<file path="config.mk">
export PLATFORM = sky130hd
export DESIGN_NAME = imem_prog_encoder
export DESIGN_NICKNAME = d
export VERILOG_FILES = /design/src/rtl/imem_prog_encoder_pkg.sv /design/src/rtl/opcodes_pkg.sv /design/src/rtl/imem_prog_encoder_instr_pack.sv /design/src/rtl/imem_prog_encoder.sv
export SDC_FILE = /design/constraint.sdc
export NUM_CORES = 1
export LEC_CHECK = 0
export BUFFER_PORTS_ARGS = -buffer_cell sky130_fd_sc_hd__buf_2
export CAP_MARGIN = 30
export CORE_MARGIN = 2
export CORE_UTILIZATION = 44
export DETAILED_ROUTE_END_ITERATION = 8
export HOLD_SLACK_MARGIN = 0.15
export PLACE_DENSITY = 0.78
export SYNTH_ARGS = -nofsm -noshare
export SYNTH_HDL_FRONTEND = slang
export SYNTH_SLANG_ARGS = --single-unit
</file>
<file path="constraint.sdc">
create_clock -name clk -period 1.53 [get_ports clk]
set_input_delay 0.0765 -clock clk [delete_from_list [all_inputs] [get_ports clk]]
set_output_delay 0.0765 -clock clk [all_outputs]
set_load 0.005 [all_outputs]
</file>
<file path="src/rtl/imem_prog_encoder_pkg.sv">
// Types shared by the instruction-memory program loader and its encoder.
package LoaderPkg;

   // Instruction format selector; the value 2'd3 is reserved and always illegal.
   typedef enum logic [1:0] {
      FmtR = 2'd0,
      FmtI = 2'd1,
      FmtJ = 2'd2
   } FmtType;

   typedef enum logic [2:0] {
      StIdle  = 3'd0,
      StLoad  = 3'd1,
      StWrite = 3'd2,
      StDone  = 3'd3,
      StErr   = 3'd4
   } LoaderState;

endpackage

</file>
<file path="src/rtl/opcodes_pkg.sv">
// MIPS primary opcodes shared by the single-cycle control decoder and the
// program loader; only the opcodes that decoder accepts are listed here.
package Opcodes;

   localparam logic [5:0] OpRType = 6'h00;
   localparam logic [5:0] OpJ     = 6'h02;
   localparam logic [5:0] OpBeq   = 6'h04;
   localparam logic [5:0] OpAddi  = 6'h08;
   localparam logic [5:0] OpAddiu = 6'h09;
   localparam logic [5:0] OpLw    = 6'h23;
   localparam logic [5:0] OpSw    = 6'h2B;

endpackage

</file>
<file path="src/rtl/imem_prog_encoder_instr_pack.sv">
// Combinational MIPS word packer: builds the 32-bit word for R/I/J formats and
// flags whether the format/opcode pair is one the control decoder accepts.
module instr_pack
   import LoaderPkg::*;
   import Opcodes::*;
(
   input  logic [1:0]  i_fmt,
   input  logic [5:0]  i_op,
   input  logic [4:0]  i_rs,
   input  logic [4:0]  i_rt,
   input  logic [4:0]  i_rd,
   input  logic [4:0]  i_shamt,
   input  logic [5:0]  i_funct,
   input  logic [15:0] i_imm,
   input  logic [25:0] i_target,
   output logic [31:0] o_word,
   output logic        o_legal
);

   always_comb begin
      o_word  = '0;
      o_legal = 1'b0;
      case (i_fmt)
         FmtR: begin
            o_word  = {i_op, i_rs, i_rt, i_rd, i_shamt, i_funct};
            o_legal = (i_op == OpRType);
         end
         FmtI: begin
            o_word  = {i_op, i_rs, i_rt, i_imm};
            o_legal = (i_op == OpLw)   || (i_op == OpSw)   || (i_op == OpBeq) ||
                      (i_op == OpAddi) || (i_op == OpAddiu);
         end
         FmtJ: begin
            o_word  = {i_op, i_target};
            o_legal = (i_op == OpJ);
         end
         default: begin
            o_word  = '0;
            o_legal = 1'b0;
         end
      endcase
   end

endmodule

</file>
<file path="src/rtl/imem_prog_encoder.sv">
// Program loader: encodes streamed instruction fields, writes them into
// instruction memory one word per two cycles, and holds the CPU in reset meanwhile.
module imem_prog_encoder
   import LoaderPkg::*;
#(
   parameter int          ADDR_W    = 8,
   parameter int unsigned BASE_ADDR = 0
) (
   input  logic              clk,
   input  logic              rst_n,
   input  logic              start,
   input  logic              in_valid,
   output logic              in_ready,
   input  logic              in_last,
   input  logic [1:0]        in_fmt,
   input  logic [5:0]        in_op,
   input  logic [4:0]        in_rs,
   input  logic [4:0]        in_rt,
   input  logic [4:0]        in_rd,
   input  logic [4:0]        in_shamt,
   input  logic [5:0]        in_funct,
   input  logic [15:0]       in_imm,
   input  logic [25:0]       in_target,
   output logic              imem_we,
   output logic [ADDR_W-1:0] imem_addr,
   output logic [31:0]       imem_wdata,
   output logic              cpu_rst_n,
   output logic              done,
   output logic              err,
   output logic [ADDR_W:0]   count
);

   localparam logic [ADDR_W-1:0] BaseAddr = ADDR_W'(BASE_ADDR);
   localparam logic [ADDR_W-1:0] AddrMax  = '1;

   LoaderState        r_state;
   logic [ADDR_W-1:0] r_addr;
   logic [ADDR_W:0]   r_count;
   logic [31:0]       r_wdata;
   logic              r_last;
   logic              r_we;
   logic              r_ready;
   logic              r_done;
   logic              r_err;
   logic              r_cpuRstN;

   logic [31:0]       w_word;
   logic              w_legal;

   instr_pack u_pack (
      .i_fmt    (in_fmt),
      .i_op     (in_op),
      .i_rs     (in_rs),
      .i_rt     (in_rt),
      .i_rd     (in_rd),
      .i_shamt  (in_shamt),
      .i_funct  (in_funct),
      .i_imm    (in_imm),
      .i_target (in_target),
      .o_word   (w_word),
      .o_legal  (w_legal)
   );

   // Output flags are registered alongside every state change so each one
   // always matches the state it belongs to.
   always_ff @(posedge clk or negedge rst_n) begin
      if (!rst_n) begin
         r_state   <= StIdle;
         r_addr    <= BaseAddr;
         r_count   <= '0;
         r_wdata   <= '0;
         r_last    <= 1'b0;
         r_we      <= 1'b0;
         r_ready   <= 1'b0;
         r_done    <= 1'b0;
         r_err     <= 1'b0;
         r_cpuRstN <= 1'b0;
      end else begin
         case (r_state)
            StIdle, StDone, StErr: begin
               if (start) begin
                  r_state   <= StLoad;
                  r_addr    <= BaseAddr;
                  r_count   <= '0;
                  r_we      <= 1'b0;
                  r_ready   <= 1'b1;
                  r_done    <= 1'b0;
                  r_err     <= 1'b0;
                  r_cpuRstN <= 1'b0;
               end
            end
            StLoad: begin
               if (in_valid && r_ready) begin
                  r_ready <= 1'b0;
                  if (w_legal) begin
                     r_wdata <= w_word;
                     r_last  <= in_last;
                     r_we    <= 1'b1;
                     r_state <= StWrite;
                  end else begin
                     r_err   <= 1'b1;
                     r_state <= StErr;
                  end
               end
            end
            StWrite: begin
               r_we    <= 1'b0;
               r_count <= r_count + (ADDR_W+1)'(1);
               // The address saturates at all-ones; running past it without last is an overflow.
               if (r_last) begin
                  r_done    <= 1'b1;
                  r_cpuRstN <= 1'b1;
                  r_state   <= StDone;
                  if (r_addr != AddrMax) begin
                     r_addr <= r_addr + ADDR_W'(1);
                  end
               end else if (r_addr == AddrMax) begin
                  r_err   <= 1'b1;
                  r_state <= StErr;
               end else begin
                  r_addr  <= r_addr + ADDR_W'(1);
                  r_ready <= 1'b1;
                  r_state <= StLoad;
               end
            end
            default: begin
               r_state   <= StIdle;
               r_we      <= 1'b0;
               r_ready   <= 1'b0;
               r_done    <= 1'b0;
               r_err     <= 1'b0;
               r_cpuRstN <= 1'b0;
            end
         endcase
      end
   end

   assign in_ready   = r_ready;
   assign imem_we    = r_we;
   assign imem_addr  = r_addr;
   assign imem_wdata = r_wdata;
   assign cpu_rst_n  = r_cpuRstN;
   assign done       = r_done;
   assign err        = r_err;
   assign count      = r_count;

endmodule

</file>
Yosys cells after proc, flatten, opt, wreduce, memory -nomap -nowiden
Index checks and enable logic that the tools add are counted.
W data, S select, Z words.
{"block": "op_classes", "n_addsub": 2, "n_mul": 0, "div": 0, "magnitude_cmp": 0, "n_eq_ne": 24, "n_shift": 0, "muxes": 31, "n_bitwise": 1, "reduce_logical": 18}
{"op": "$pmux W32 S3", "count": 1}
{"op": "$mux W8", "count": 4}
{"op": "$pmux W9 S2", "count": 1}
{"op": "$pmux W8 S2", "count": 1}
{"op": "$mux W3", "count": 5}
{"op": "$ne A2 B2 Y1 const B", "count": 7}
{"op": "$eq A6 B4 Y1 const B", "count": 2}
{"op": "$eq A6 B6 Y1 const B", "count": 2}
{"op": "$mux W1", "count": 12}
{"op": "$pmux W1 S3", "count": 4}
{"op": "$add A9 B1 Y9 const B", "count": 1}
{"op": "$mux W9", "count": 1}
{"op": "$pmux W3 S3", "count": 1}
{"op": "$reduce_and A3 Y1", "count": 3}
{"op": "$add A8 B1 Y8 const B", "count": 1}
{"op": "$eq A8 B8 Y1 const B", "count": 1}
{"op": "$ne A8 B8 Y1 const B", "count": 1}
{"op": "$reduce_and A4 Y1", "count": 2}
{"op": "$eq A3 B2 Y1 const B", "count": 2}
{"op": "$eq A6 B2 Y1 const B", "count": 1}
{"op": "$eq A6 B3 Y1 const B", "count": 1}
{"op": "$logic_not A6 Y1", "count": 1}
{"op": "$ne A3 B3 Y1 const B", "count": 2}
{"op": "$reduce_and A5 Y1", "count": 1}
{"op": "14 further kinds", "count": 18}
{"block": "totals", "regBits": 57, "latchBits": 0, "ramBits": 0, "rom_bits": 0, "input_bits": 81, "out_inout_bits": 54, "elab_cells": 85, "memories": 0}

Depth between registers and ports, before layout
Gate-level depths: netlist (run 1).
{"block": "logic_depth", "word_depth": 9, "mapped_depth": 7}

Modules after synthesis
A second synthesis (run 1) with hierarchy kept.
{"block": "unflattened", "cells_unflattened": 334, "area_unflattened_um2": 3216.8}
{"mod": "imem_prog_encoder", "n_inst": 1, "cells_per_inst": 227, "area_per_inst_um2": 2611.3}
{"mod": "instr_pack", "n_inst": 1, "cells_per_inst": 107, "area_per_inst_um2": 605.6}

Least setup slack after synthesis (run 1)
No wires, ideal clock.
{"block": "synth_path", "kind": "reg-to-reg", "startpoint": "register r_state[0]", "endpoint": "register r_count[7], in the netlist count[7]", "arrival_time_ns": 1.523, "t_required_ns": 1.401, "setup_slack_ns": -0.122, "path_stages_with_launch": 7, "path_buffers": 2, "synth_period_minus_slack_ns": 1.652, "cell_sequence": "dfrtp_1 clkbuf_1 nor3b_1 clkbuf_1 nand4_1 o211ai_1 o31ai_1"}
{"block": "synth_between", "elab_chain_cells": 4, "word_cells_on_any_way": 9, "classes_between": "eq/ne: 4; mux: 1; reduce/logical: 4"}
{"item": "start, declared", "line": "imem_prog_encoder.sv:36", "text": "LoaderState r_state;"}
{"item": "start signal, assigned", "line": "imem_prog_encoder.sv:68", "text": "r_state <= StIdle;"}
{"item": "start signal, assigned", "line": "imem_prog_encoder.sv:82", "text": "r_state <= StLoad;"}
{"item": "start signal, assigned", "line": "imem_prog_encoder.sv:99", "text": "r_state <= StWrite;"}
{"item": "$eq A3 B2 Y1 (tied with other cells)", "line": "imem_prog_encoder.sv:79", "text": "case (r_state)"}
{"item": "$reduce_or A3 Y1", "line": "imem_prog_encoder.sv:79"}
{"item": "$ne A2 B2 Y1 (no source line) / $reduce_bool A2 Y1 (equally long branches)"}
{"item": "$reduce_and A2 Y1 (no source line)"}
{"item": "end signal, assigned", "line": "imem_prog_encoder.sv:108", "text": "r_count <= r_count + (ADDR_W+1)'(1);"}
{"item": "end, declared", "line": "imem_prog_encoder.sv:38", "text": "logic [ADDR_W:0] r_count;"}
Several ways; a longest one is shown, not always the timed one.
A chain may end at the register's enable or synchronous reset.

Final worst setup path (run 1)
{"block": "layout_path", "startpoint": "register r_state[0]", "endpoint": "register r_ready, in the netlist in_ready"}
{"block": "layout_between", "elab_chain_cells": 4, "word_cells_on_any_way": 12, "classes_between": "eq/ne: 8; mux: 1; reduce/logical: 3"}
{"item": "$eq A3 B2 Y1 (tied with other cells)", "line": "imem_prog_encoder.sv:79"}
{"item": "$reduce_or A3 Y1", "line": "imem_prog_encoder.sv:79"}
{"item": "$ne A2 B2 Y1 (no source line)"}
{"item": "$reduce_and A4 Y1 (no source line)"}
{"item": "end signal, assigned", "line": "imem_prog_encoder.sv:74", "text": "r_ready <= 1'b0;"}
{"item": "end signal, assigned", "line": "imem_prog_encoder.sv:86", "text": "r_ready <= 1'b1;"}
{"item": "end signal, assigned", "line": "imem_prog_encoder.sv:94", "text": "r_ready <= 1'b0;"}
{"item": "end, declared", "line": "imem_prog_encoder.sv:42", "text": "logic r_ready;"}
Several ways; a longest one is shown, not always the timed one.

==> results of run 1 <==
## layout by cell type, fill, tap and decap left out, drive strengths merged, types with 11 or more instances in the layout
cell | Yosys | routed
a21oi | 11 | 11
buf | 7 | 175
clkbuf | 9 | 13
dfrtp | 57 | 57
dlygate4sd3 | 0 | 31
inv | 19 | 19
mux2 | 27 | 27
mux2i | 22 | 22
nand2 | 51 | 51
nor2 | 17 | 17
o21ai | 50 | 50
## power by group
group | internal, mW | switching (mW)
Clock | 0.694 | 0.528
Sequential | 1.74 | 0.178
Combinational | 0.828 | 0.693
## worst max-delay path, stage by stage (launching register included)
cell and delay, ps:
dfrtp_1 420, buf_4 190, or2_2 320, o211ai_1 280, mux2i_1 220, a21oi_1 60
## final cells by class
| class | instances | area (um^2) | share of cell area [%] |
|---|---|---|---|
| clock buffers | 13 | 169 | 3.54 |
| multi-input cells | 238 | 1660 | 34.7 |
| well taps | 99 | 124 | 2.59 |
| repair buffers | 206 | 1330 | 27.8 |
| inverters | 19 | 71.3 | 1.49 |
| flip-flops and latches | 57 | 1430 | 29.9 |
## timing repair
action | 4_1_cts | 5_1_grt
gates resized for setup | 3 | 5
pin swaps | 0 | 2
endpoints found under the hold margin | 87 | 0
hold buffers | 31 | 0
buffers inserted | 1 | 4
endpoints found under the setup margin | 36 | 46
## state kept, by name, indices dropped and copies added, names as in the netlist
name        count
cpu_rst_n       1
err             1
count           9
r_state         3
r_last          1
imem_addr       8
imem_we         1
in_ready        1
imem_wdata     32
## how the worst max path moves through the flow
stage	cells past startpoint	startpoint	endpoint
3_5_place_dp	7	in_op[3]	imem_wdata[16]
3_3_place_gp	7	in_op[3]	imem_wdata[17]
5_1_grt	5	r_state[0]	in_ready
6_report	5	r_state[0]	in_ready
4_1_cts	6	r_state[1]	imem_wdata[16]
2_1_floorplan	6	r_state[0]	count[8]
## cell families (layout without fill, tap and decap cells)
logic type / Yosys count / in the layout
AO/OA/AOI/OAI: 81 / 81
adder cells (fa/ha/maj): 2 / 2
flip-flops: 57 / 57
multiplexers: 49 / 49
buffers and inverters: 36 / 238
AND/OR/NAND/NOR: 103 / 103
XOR/XNOR: 3 / 3
## metal layers
metal	global-route usage [%]	vias up
li1	-	1553
met1	26.3	1535
met2	40.8	124
met3	5.39	15
met4	7.73	0
met5	0	-
==> summary.md, run 1 <==
| Metric | Value |
|---|---|
| Status | `complete, but fails checks` |
| Failing checks | `setup timing` |
| Top_reg_cell synth | `dfrtp_1` |
| Share of cells above drive strength 1 | `42.8%` |
| RSZ-0062 raised after global routing | `true` |
| Hold Crit Class | `primary input to flop` |
| Top-area cell type share of the netlist area | `44.2%` |
| Fmax | `616 MHz` |
| Reg-to-reg endpoint | `in_ready` |
| DRC Markers | `0` |
| Flop2flop setup slack | `-90 ps` |
| Worst path required time | `1730 ps` |
| Final hold vios | `0` |
| Fin Setup TNS | `-1880 ps` |
| Largest net degree at the start of global routing | `58` |
| Global-route wire length before repair | `14000 um` |
| Placed cell area | `4220 um^2` |
| Post-DP HPWL | `6280 um` |
| Wire length on met3 | `568 um` |
| Initial drt markers | `135` |
| Hold WS | `158 ps` |
| Hold-critical path depth | `4` |
| Syn Nets | `414` |
| Detailed Routing Iterations Pass 1 | `4` |
| Core area | `7180 um^2` |
| Period utilisation layout | `106%` |
| Die Width | `89.6 um` |
| I/O pin count | `135` |
| Pre-CTS setup slack | `-111 ps` |
| Reg2reg start | `r_state[0]` |
| CP startpoint kind | `flop` |
| H-tree levels | `3` |
| RePlAce Congestion | `0.830` |
| Post-Route WL | `8960 um` |
| Mapped Cells | `331` |
| Actual slew at the worst max-slew pin | `365 ps` |
| Row count | `31` |
| Synth warnings | `0` |
| DR top layer | `met4` |
| Total grt overflow | `0` |
| Minimum clock period | `1620 ps` |
| Reg clk slew, reported paths | `60 ps` |
| Clock Path Buffers | `2` |
| Reg2Reg Depth | `5` |
| Final WS setup | `-92.3 ps` |
| Routed len/inst | `14.2 um` |
| Final Core Density | `66.6%` |
| CTS tree | `yes` |
| Hold Crit Start | `in_rt[1]` |
| Die H | `89.6 um` |
| Most numerous cell in the Yosys netlist | `dfrtp_1` |
| Initial antenna violation count | `0` |
| Syn_area_per_cell | `9.74 um^2` |
| Synth cell count leaders | `dfrtp_1 (57), nand2_1 (51), o21ai_0 (48), mux2_4 (22), mux2i_1 (22)` |
| Final ANT Viol Nets | `0` |
| Final instance area | `4780 um^2` |
| Nets@finish | `614` |
| Die area | `8030 um^2` |
| Post-Route M1 WL | `3590 um` |
| Maximum vdd drop | `0.534 mV` |
| Register area share after synthesis | `44.2%` |
| Setup Crit Path Kind | `flop to flop` |
| XOR/XNOR share of the synthesized area | `0.815%` |
| Critical Path End Type | `flop` |
| Multiplexer share of the synthesized area | `18.8%` |
| Via density | `5.11` |
| Post-synthesis async set-or-reset flop share | `100%` |
| Fill cell count | `564` |
| Max-cap violations | `0` |
| Synth-to-Final Area Change | `48.1%` |
| Top cells by area, synth | `dfrtp_1 (44%), mux2_4 (10%), o21ai_0 (7.4%)` |
| Power Total | `4.66 mW` |
| CTS root buf | `clkbuf_8` |
| Clk_skew | `5.33 ps` |
| Syn Std Cell Area | `3230 um^2` |
| Slew headroom | `75.5%` |
| Number of synthesized flops with an enable pin | `0` |
| Total GRT Usage | `22.7%` |
| Cell variety after synth | `43` |
| Met2 wire length | `4670 um` |
| Placed Instances | `582` |
| Register bit count reported by yosys | `57` |
| Largest family of logic cells by synthesized area | `multiplexers` |
| Non-Filler Instances | `632` |
| Simple-gate portion of the synthesized area | `14.9%` |
| Total CTS buffers | `9` |
| Pwr per Cell Area | `975 nW/um^2` |
| Number of port buffers | `134` |
| Initial cell density of the core | `45.0%` |
| Vias in the first global route | `3100` |
| Antenna diode count | `0` |
| Worst Hold Endpoint | `imem_wdata[17]` |
| Adder-cell area share of the yosys netlist | `0.776%` |
| Max-slew violations | `0` |
| Compound-Gate Fraction of Synth Area | `14.5%` |
| Clk sink count | `57` |
| Vias | `3227` |
| CP arrival | `1820 ps` |
| # setup viols final | `31` |
| Critical path peak fanout | `11` |
| Worst skew pair latency | `330 ps` |
| Static leakage | `2.65 nW` |
| Leading area contributor after synthesis | `dfrtp_1` |
Note: power is estimated with default switching activity, not from simulation.
==> run 2: changes to the inputs <==
- clock period: 1.53 -> 1.4 ns (I/O delays scaled with it)
==> summary.md, run 2 (synthesis results as in run 1) <==
| Metric | Value |
|---|---|
| Status | `complete, but fails checks` |
| Failing checks | `setup timing` |
| Reg-to-reg endpoint | `imem_wdata[13]` |
| Critical Path End Type | `flop` |
| Vias | `3374` |
| Fmax | `639 MHz` |
| CP bufs+invs | `1` |
| CTS tree | `yes` |
| Detailed Routing Iterations Pass 1 | `4` |
| Commonest non-fill, non-tap cell in the layout | `buf_2` |
| Row count | `31` |
| Pwr per Cell Area | `1080 nW/um^2` |
| Core area | `7180 um^2` |
| Worst setup path end | `imem_wdata[13]` |
| Post-Route WL | `9770 um` |
| Max-slew violations | `0` |
| Number of port buffers | `134` |
| Reg2Reg Depth | `6` |
| Family with the most delay on the worst path | `flip-flops` |
| Largest net degree at the start of global routing | `58` |
| Non-Filler Instances | `653` |
| # setup viols final | `50` |
| Final ANT Viol Nets | `0` |
| Placed cell area | `4300 um^2` |
| Area of the multi-input gates | `1740 um^2` |
| Total CTS buffers | `9` |
| Die Width | `89.6 um` |
| Final instance area | `5070 um^2` |
| Share of cells above drive strength 1 | `47.0%` |
| Worst skew pair latency | `330 ps` |
| I/O pin count | `135` |
| CP startpoint kind | `flop` |
| Critical Path Start | `r_state[0]` |
| Initial cell density of the core | `45.0%` |
| Synth-to-Final Area Change | `57.2%` |
| Fin Setup TNS | `-6010 ps` |
| Final hold vios | `0` |
| Flop2flop setup slack | `-160 ps` |
| Hold Crit Class | `primary input to flop` |
| Largest register FFs | `32` |
| Via density | `5.17` |
| Global-route wire length before repair | `14800 um` |
| Static leakage | `2.75 nW` |
| Maximum vdd drop | `0.631 mV` |
| Clk sink count | `57` |
| Actual slew at the worst max-slew pin | `335 ps` |
| Placed Instances | `590` |
| Post-DP HPWL | `6300 um` |
| Minimum clock period | `1560 ps` |
| Power Total | `5.45 mW` |
| Fill cell count | `509` |
| DRC Markers | `0` |
| Critical path peak fanout | `16` |
| Cell Chain, Critical Path | `nand2b_4 -> nor2_4 -> and3_4 -> nand3_4 -> buf_12 -> mux2_4` |
| RePlAce Congestion | `0.842` |
| Slowest cell on crit path | `dfrtp_2` |
| Period utilisation layout | `112%` |
| Final WS setup | `-164 ps` |
| Register Area | `1430 um^2` |
| Nets@finish | `632` |
| Max-cap violations | `0` |
| CTS root buf | `clkbuf_8` |
| Initial antenna violation count | `0` |
| Die area | `8030 um^2` |
| RSZ-0062 raised after global routing | `true` |
| Setup Crit Path Kind | `flop to flop` |
| Total GRT Usage | `23.8%` |
| Clock Path Buffers | `2` |
| Vias in the first global route | `3357` |
| Commonest cells after routing, fill and taps aside | `buf_2 (134), dfrtp_1 (55), nand2_1 (46)` |
| CP arrival | `1770 ps` |
| Worst path required time | `1610 ps` |
| Slew headroom | `77.6%` |
| Clk_skew | `4.86 ps` |
| Reg clk slew, reported paths | `70 ps` |
| Reg2reg start | `r_state[0]` |
| Die H | `89.6 um` |
| Max incr delay on CP | `480 ps` |
| Hold WS | `159 ps` |
| Total grt overflow | `0` |
| WP depth | `6` |
| Initial drt markers | `95` |
| H-tree levels | `3` |
| Routed len/inst | `15.0 um` |
==> run 2: cell types whose count changed in the layout (fill, tap and decap cells not counted), moves of 3 or more <==
cell	change
clkinv_2	+3
a21oi_2	+3
buf_6	+8
nand2_2	+4
o21ai_1	+13
nand2_1	-4
clkbuf_8	-3
a21oi_1	-3
dlygate4sd3_1	+8
o21ai_0	-14
==> run 2: area by class of cell <==
cell class | instances | share of cell area [%]
Antenna cell | 1 | 0.0494
Clock buffer | 9 | 2.44
Clock inverter | 6 | 1.18
Inverter | 19 | 1.41
Multi-Input combinational cell | 238 | 34.4
Sequential cell | 57 | 28.2
Tap cell | 99 | 2.44
Timing Repair Buffer | 224 | 29.9
==> run 2: stage by stage <==
| stage | util, % | worst slack (ps) |
|---|---|---|
| 2_1_floorplan | - | -143 |
| 3_3_place_gp | 60.0 | -192 |
| 3_5_place_dp | 60.0 | -217 |
| 4_1_cts | 68.4 | -140 |
| 5_1_grt | 70.6 | -236 |
| 6_report | 70.7 | -164 |
==> run 2: metal layers <==
metal,share of wire [%],up-vias,track usage [%]
met1,39,1583,28.0
met4,4.1,0,14.8
met3,6.5,35,5.58
li1,-,1592,-
met5,0,-,0
met2,50,164,39.3
==> run 2: worst min path at each step <==
stage           startpoint        endpoint  slack (ps)  depth (start not counted)
3_3_place_gp         rst_n    imem_addr[3]          90                          2
5_1_grt           in_rd[3]  imem_wdata[14]         180                          4
3_5_place_dp         rst_n    imem_addr[2]         100                          2
6_report          in_rd[3]  imem_wdata[14]         160                          4
4_1_cts        in_funct[5]   imem_wdata[5]         150                          4
2_1_floorplan        rst_n        count[0]        -230                          0
==> run 2: repair_timing <==
action                                  in CTS  in global routing
hold buffers                                39                  0
hold endpoints to repair                    91                  0
pin swaps                                    4                 12
gates resized for setup                      5                 43
endpoints found under the setup margin      54                 54
setup buffers                                3                  5
==> run 2: worst register-to-register path: stages, from the launching register on <==
cell	delay [ps]
dfrtp_2	480
nand2b_4	80
nor2_4	110
and3_4	200
nand3_4	90
buf_12	190
mux2_4	310
==> run 2: power breakdown <==
part | internal (mW) | leakage [nW] | total [mW] | switching [mW]
Clock | 0.801 | 0.0909 | 1.45 | 0.649
Sequential | 1.90 | 0.757 | 2.14 | 0.239
Combinational | 1.05 | 1.91 | 1.86 | 0.813
==> run 3: changes to the inputs <==
- TNS_END_PERCENT: unset -> 30
==> summary.md, run 3 (synthesis results as in run 1) <==
| Metric | Value |
|---|---|
| I/O pin count | `135` |
| Flop2flop setup slack | `-160 ps` |
| H-tree levels | `3` |
| Reg-to-reg endpoint | `count[7]` |
| Pwr per Cell Area | `1050 nW/um^2` |
| Worst setup path end | `count[7]` |
| Vias in the first global route | `3473` |
| Clk_skew | `9.28 ps` |
| Nets@finish | `637` |
| Final ANT Viol Nets | `0` |
| Total GRT Usage | `25.5%` |
| Family with the most delay on the worst path | `flip-flops` |
| Reg2reg start | `r_state[0]` |
| Worst skew pair latency | `340 ps` |
| Final hold vios | `0` |
| Worst path required time | `1620 ps` |
| Final WS setup | `-159 ps` |
| Slew headroom | `73.9%` |
| Critical Path Start | `r_state[0]` |
| Number of port buffers | `134` |
| CP arrival | `1780 ps` |
| Actual slew at the worst max-slew pin | `391 ps` |
| Initial cell density of the core | `45.0%` |
| Share of cells above drive strength 1 | `44.7%` |
| Met3 Use GR | `6.95%` |
| Global-route wire length before repair | `15600 um` |
| Placed Instances | `590` |
| Clock Path Buffers | `2` |
| Critical Path End Type | `flop` |
| Post-DP HPWL | `6430 um` |
| Non-Filler Instances | `658` |
| Static leakage | `2.76 nW` |
| Pre-CTS setup slack | `-208 ps` |
| Row count | `31` |
| Via density | `5.21` |
| Max-cap violations | `0` |
| Core area | `7180 um^2` |
| Minimum clock period | `1560 ps` |
| Status | `complete, but fails checks` |
| CP startpoint kind | `flop` |
| Vias | `3427` |
| # setup viols final | `48` |
| Total CTS buffers | `9` |
| Die area | `8030 um^2` |
| Maximum vdd drop | `0.607 mV` |
| Hold Crit Class | `primary input to flop` |
| Max incr delay on CP | `440 ps` |
| CP bufs+invs | `2` |
| Commonest non-fill, non-tap cell in the layout | `buf_2` |
| Initial antenna violation count | `0` |
| Critical path peak fanout | `5` |
| Synth-to-Final Area Change | `57.3%` |
| Reg clk slew, reported paths | `70 ps` |
| Slowest cell on crit path | `dfrtp_2` |
| DRC Markers | `0` |
| Gr busiest metal | `met2` |
| Fmax | `641 MHz` |
| Detailed Routing Iterations Pass 1 | `4` |
| Antenna diode count | `0` |
| Routed len/inst | `15.4 um` |
| Grt met1 use | `29.0%` |
| Post-Route WL | `10200 um` |
| Largest register FFs | `32` |
| M2 GR Usage | `43.6%` |
| Die H | `89.6 um` |
| Largest net degree at the start of global routing | `58` |
| RePlAce Congestion | `0.838` |
| Initial drt markers | `121` |
| Die Width | `89.6 um` |
| Cell Chain, Critical Path | `buf_6 -> nor3b_4 -> buf_6 -> nand4_1 -> o211ai_1 -> o31ai_1` |
| Period utilisation layout | `111%` |
| Reg2Reg Depth | `6` |
| CTS root buf | `clkbuf_8` |
| Max-slew violations | `0` |
| Setup Crit Path Kind | `flop to flop` |
| Total grt overflow | `0` |
| Failing checks | `setup timing` |
| RSZ-0062 raised after global routing | `true` |
| Clk sink count | `57` |
| CTS tree | `yes` |
| WP depth | `6` |
| Critical path's most frequent cell | `buf_6` |
| Commonest cells after routing, fill and taps aside | `buf_2 (135), dfrtp_1 (55), nand2_1 (49)` |
## run 3: worst min-delay path: stages
cell     delay [ps]
buf_2            80
mux2i_1          50
o21ai_0         140
mux2_4          140
## run 3: final cells by class
type	count	area (um^2)
clock buffer	10	138
clock inverter	6	42.5
inverter	19	71.3
timing repair buffer	229	1560
tap	99	124
fill	518	2100
sequential	57	1430
multi-input combinational	238	1710
## run 3: worst min path at each step
stage	start	to	cells past startpoint
after detailed placement	rst_n	imem_addr[2]	2
final	in_rd[1]	imem_wdata[12]	4
after CTS	in_funct[2]	imem_wdata[2]	4
after global placement	rst_n	imem_addr[3]	2
after floorplan	rst_n	count[0]	0
after global routing	in_funct[2]	imem_wdata[2]	4
## run 3: through the flow
step	instance area (um^2)	setup TNS, ps	total power [mW]	hold WS, ps	utilization, %
finish	5070	-4820	5.32	171	70.7
global route	5070	-9110	5.64	178	70.7
CTS	5000	-4540	5.30	153	69.7
detailed placement	4290	-7700	3.70	97.7	59.7
global placement	4290	-6480	3.65	88.7	59.7
floorplan	3270	-3580	2.95	-226	-
## run 3: report_power, final
part / total [mW] / internal, mW / switching [mW]
Sequential: 2.12 / 1.90 / 0.225
Combinational: 1.80 / 1.01 / 0.795
Clock: 1.40 / 0.691 / 0.708
## run 3: what timing repair did
item / CTS / global route
gates cloned: 1 / 0
endpoints found under the setup margin: 50 / 56
resized for setup: 20 / 13
endpoints found under the hold margin: 91 / 0
pin swaps: 7 / 4
hold buffers: 46 / 0
buffers inserted: 3 / 3
## run 3: routing by layer
layer	vias up	wire length (um)	share of wire (%)
li1	1597	-	-
met1	1615	3890	38
met2	177	5190	51
met3	38	681	6.7
met4	0	398	3.9
met5	-	0	0
